===== src/rtl/mul_iter_64_pkg.sv =====
// mul_iter_64_pkg: shared width, FSM encoding and mul opcode constants
package mul_iter_64_pkg;
  localparam int WIDTH = 64;
  localparam int CNT_W = $clog2(WIDTH);
  typedef enum logic [2:0] {
    IDLE  = 3'd0,
    BUSY  = 3'd1,
    FIX_A = 3'd2,
    FIX_B = 3'd3,
    DONE  = 3'd4
  } state_t;
  typedef enum logic [1:0] {
    OP_MUL   = 2'd0,
    OP_UMULH = 2'd1,
    OP_SMULH = 2'd2
  } mul_op_t;
  function automatic logic op_signed(input mul_op_t op);
    return op == OP_SMULH;
  endfunction
endpackage


===== src/rtl/CLA_64bit.sv =====
// CLA_64bit: 64-bit parallel-prefix carry-lookahead adder with carry in/out
module CLA_64bit (
  input  logic [63:0] a,
  input  logic [63:0] b,
  input  logic        cin,
  output logic [63:0] sum,
  output logic        cout
);
  logic [63:0] p0, c;
  assign p0 = a ^ b;
  genvar k;
  for (k = 0; k <= 6; k++) begin : lv
    logic [63:0] g, p;
    if (k == 0) begin : base
      assign g = a & b;
      assign p = p0;
    end else begin : comb
      assign g = lv[k-1].g | (lv[k-1].p & (lv[k-1].g << (1 << (k - 1))));
      assign p = lv[k-1].p & ((lv[k-1].p << (1 << (k - 1))) | ((64'd1 << (1 << (k - 1))) - 64'd1));
    end
  end
  assign c = {lv[6].g[62:0], cin} | ({lv[6].p[62:0], 1'b0} & {64{cin}});
  assign sum = p0 ^ c;
  assign cout = lv[6].g[63] | (lv[6].p[63] & cin);
endmodule


===== src/rtl/mul_iter_64.sv =====
// mul_iter_64: iterative radix-2 shift-add multiplier with fixed two-cycle signed correction
module mul_iter_64
  import mul_iter_64_pkg::*;
(
  input  logic             clk,
  input  logic             reset,
  input  logic             start,
  input  logic             is_signed,
  input  logic [WIDTH-1:0] a,
  input  logic [WIDTH-1:0] b,
  output logic             ready,
  output logic             valid,
  output logic [WIDTH-1:0] result_hi,
  output logic [WIDTH-1:0] result_lo
);
  state_t state, state_n;
  logic [WIDTH-1:0] mcand, mplr, b_lat, hi, add_b, sum;
  logic [CNT_W-1:0] count;
  logic neg_a, neg_b, cout;
  // one adder serves the accumulate step and both two's-complement subtracts
  assign add_b = state == BUSY  ? (mplr[0] ? mcand : '0) :
                 state == FIX_A ? ~(neg_a ? b_lat : '0) :
                                  ~(neg_b ? mcand : '0);
  CLA_64bit u_add (
    .a(hi),
    .b(add_b),
    .cin(state != BUSY),
    .sum(sum),
    .cout(cout)
  );
  always_comb begin
    state_n = state == IDLE  ? (start ? BUSY : IDLE) :
              state == BUSY  ? (count == CNT_W'(WIDTH - 1) ? FIX_A : BUSY) :
              state == FIX_A ? FIX_B :
              state == FIX_B ? DONE : IDLE;
    ready = state == IDLE;
    valid = state == DONE;
  end
  always_ff @(posedge clk) begin
    if (reset) begin
      state <= IDLE;
      hi    <= '0;
      mplr  <= '0;
      count <= '0;
    end else begin
      state <= state_n;
      if (state == IDLE && start) begin
        mcand <= a;
        mplr  <= b;
        b_lat <= b;
        neg_a <= is_signed & a[WIDTH-1];
        neg_b <= is_signed & b[WIDTH-1];
        hi    <= '0;
        count <= '0;
      end else if (state == BUSY) begin
        {hi, mplr} <= {cout, sum, mplr[WIDTH-1:1]};
        count      <= count + 1'b1;
      end else if (state == FIX_A || state == FIX_B) begin
        hi <= sum;
      end
    end
  end
  assign result_hi = hi;
  assign result_lo = mplr;
endmodule


===== config.mk =====
export PLATFORM = sky130hd
export DESIGN_NAME = mul_iter_64
export DESIGN_NICKNAME = d
export VERILOG_FILES = /design/src/rtl/mul_iter_64_pkg.sv /design/src/rtl/CLA_64bit.sv /design/src/rtl/mul_iter_64.sv
export SDC_FILE = /design/constraint.sdc
export NUM_CORES = 1
export LEC_CHECK = 0
export BUFFER_PORTS_ARGS = -buffer_cell sky130_fd_sc_hd__buf_2
export CELL_PAD_IN_SITES_DETAIL_PLACEMENT = 2
export CELL_PAD_IN_SITES_GLOBAL_PLACEMENT = 2
export CORE_MARGIN = 5
export CORE_UTILIZATION = 30
export CTS_CLUSTER_SIZE = 25
export DETAILED_ROUTE_END_ITERATION = 8
export HOLD_SLACK_MARGIN = 0.08
export PLACE_DENSITY = 0.84
export REMOVE_ABC_BUFFERS = 1
export SLEW_MARGIN = 10
export SYNTH_ARGS = -nofsm -noshare
export SYNTH_HDL_FRONTEND = slang
export SYNTH_SLANG_ARGS = --single-unit

===== constraint.sdc =====
create_clock -name clk -period 9.9 [get_ports clk]
set_input_delay 0.495 -clock clk [delete_from_list [all_inputs] [get_ports clk]]
set_output_delay 0.495 -clock clk [all_outputs]
set_load 0.02 [all_outputs]

==> qor.yml <==
synth:
  muxShareOfSynthArea: 0.00899
  ys_seq_elements: 267
  syn_area_mm2: 0.0145
  synth_edf_count: 130
  ys_types: 65
  synthCells: 1616
  synth-simple-area-share: 0.117
  ys_seq_area_frac: 0.459
  synth_top_family_by_area: "compound AO/OA/AOI/OAI gates"
  synth-compound-area-share: 0.279
  synth_ff_type: "dfxtp_1"
  synth_xor_area_frac: 0.0399
  synth.avg_cell_area_um2: 8.95
  ys_async_sr_fraction: 0
  yosys.area_share.adder: 0.0619
  yosysWarnings: 0
clock_network:
  clock_path_buffers: 3
  cts_tree: "yes"
  clk_latency_ps: 560
  postCtsSetupRepairBufs: 0
  cts_buffers: 36
  hold_buffers: 0
  post_cts_resized: 0
  htree_levels: 2
  cts.sinks: 267
  root_buffer: "clkbuf_16"
  clk_pin_slew_ps: 60
power:
  ir_worst_vdd_mv: 0.102
  power.density_mw_per_mm2: 206
  leakage_uw: 0.00717
sta:
  setup_slack_ps: 3380
  setup_viol_count_final: 0
  fin_setup_tns_ps: 0
  period_needed_ps: 6520
  slew_viol_final: 0
  timing.fmax_ghz: 0.153
  slew_headroom: 0.195
  skew_ps: 25.6
  hold_viol: 0
  tightest_slew_ps: 1200
  fin_crit_sh: 0.658
  rsz0062_at_grt: "no"
finish:
  layout-drive-gt1-share: 0.192
  final_cell_mix: "379 x a21oi_1, 260 x buf_2, 179 x nand2_1"
  syn2layout_area_growth_pct: 21.1
  fin_area_mm2: 0.0175
  finalNetCount: 2026
  final_common_cell: "a21oi_1"
place:
  place_area_mm2: 0.0163
  place.gp.congestion: 0.871
  port_buffers: 261
  pre_cts_slack_ps: 3540
  hpwl_um: 42800
route:
  vias: 13800
  ant_nets: 0
  drt_wl_total_um: 60000
  routed_via_density: 5.61
  dr.pass1.iters: 5
  drcViolationCount: 0
  routedWlPerCell_um: 24.4
  drtIter0Drc: 647
grt:
  top_usage_layer: "met2"
  grt_pass1_vias: 15200
  grtUsageTotal: 0.218
  antenna_found_initial: 0
  grt_max_degree: 81
  use_met1: 0.285
  grt_overflow_total: 0
  globalRouteMet2Util: 0.370
  grt_use_met3: 0.0372
  grt_pass1_wl_um: 91500
die:
  fp.dieArea_mm2: 0.0527
  initial_core_util: 0.303
  io_pins: 262
  rows: 80
  die_x_um: 230
  placeableCoreArea_mm2: 0.0477
  die_h_um: 230
setup_path:
  crit_top_cell: "a21oi_1"
  crit_chain: "nor2_1 -> or2_2 -> o21a_2 -> a21oi_1 -> a21oi_1 -> a21oi_1 -> ha_1 -> a2111oi_0 -> o21ai_0 -> nand4_1 -> o211ai_1 -> a21oi_1 -> o21bai_1 -> a221oi_1 -> xnor2_1 -> nand2_1 -> a21oi_1"
  arrival_ps: 6980
  cpPeakStageDelay_ps: 1030
  critPathLaunchType: "flip-flop"
  critical_path_class: "flip-flop to flip-flop"
  endpoint_kind: "flip-flop"
  cp_max_fo: 44
  critical_path_buf_inv_count: 0
  crit_slowest_cell: "o21a_2"
  crit_required_ps: 10360
  critical-path-top-delay-family: "compound AO/OA/AOI/OAI gates"
outcome:
  run_status: "completed"
run:
  drv_cap: 0
hold_path:
  worstHoldPathType: "input pin to flip-flop"
-- path summary, 6_finish.rpt --
kind,start,endpoint,slack [ps],cells past startpoint
hold / removal,a[57],mcand[57]$_DFFE_PP_,110,1
setup / recovery,state[1]$_SDFF_PP0_,result_hi[26]$_SDFFE_PP0P_,3380,17
setup reg to reg,state[1]$_SDFF_PP0_,result_hi[26]$_SDFFE_PP0P_,3380,17
hold reg to reg,result_lo[10]$_SDFFE_PP0P_,result_lo[10]$_SDFFE_PP0P_,480,2
-- power by group --
part / total, µW / internal [µW] / switching (µW) / leakage [µW]
combinational: 949 / 307 / 642 / 0.00425
clock: 1370 / 849 / 525 / 0.000591
sequential: 1280 / 1230 / 50.4 / 0.00233
-- synthesized netlist by cell type, drive strengths merged (25+ instances only) --
cell	instances	area, µm²
o21ai	88	444
a21o	25	188
xor2	32	280
dfxtp	137	2740
edfxtp	130	3900
nand4	28	175
xnor2	34	298
ha	70	876
a22oi	67	517
clkbuf	95	357
nand2	179	672
nor2	111	417
a21oi	381	1910
-- kinds of logic after synthesis --
| logic type | Yosys count |
|---|---|
| AOI/OAI and AO/OA | 682 |
| xor gates and xnor gates | 66 |
| adders and majority gates | 71 |
| buffers and inverters | 127 |
| DFF | 267 |
| muxes | 13 |
| and+or+nand+nor | 390 |
-- worst reg2reg max path, delay by kind of cell, from the launching register on --
kind                     cells  cell delay [ps]
flip-flops                   1              460
AO/OA/AOI/OAI               11             4000
AND/OR/NAND/NOR              4             1320
XOR/XNOR                     1              220
adder cells (fa/ha/maj)      1              420
-- sequential cells by signal, summed over array words and instances (netlist names) --
register and cells:
b_lat 64, count 6, mcand 64, neg_a 1
neg_b 1, result_hi 64, result_lo 64, state 3
-- layout make-up --
type	instances	area [µm²]
fill	5258	30200
antenna	1	2.50
clock buffer	44	962
sequential	267	6650
inverter	18	72.6
clock inverter	20	262
tap	615	769
timing repair buffer	278	1440
multi-input combinational	1222	7370
-- routing by layer --
metal,vias to the layer above,share of wire
met4,0,0.027
met2,353,0.48
li1,6419,-
met3,92,0.050
met1,6970,0.45
met5,-,0
-- through the flow --
step | std cells | utilization | hold slack [ps] | total power (µW)
2_1_floorplan | 1507 | - | 454 | 1910
3_3_place_gp | 2400 | 0.341 | 456 | 2210
3_5_place_dp | 2400 | 0.341 | 465 | 2240
4_1_cts | 2464 | 0.367 | 83.6 | 3640
5_1_grt | 2464 | 0.367 | 96.9 | 3770
6_report | 2465 | 0.367 | 112 | 3600
(Power assumes the default switching activity.)
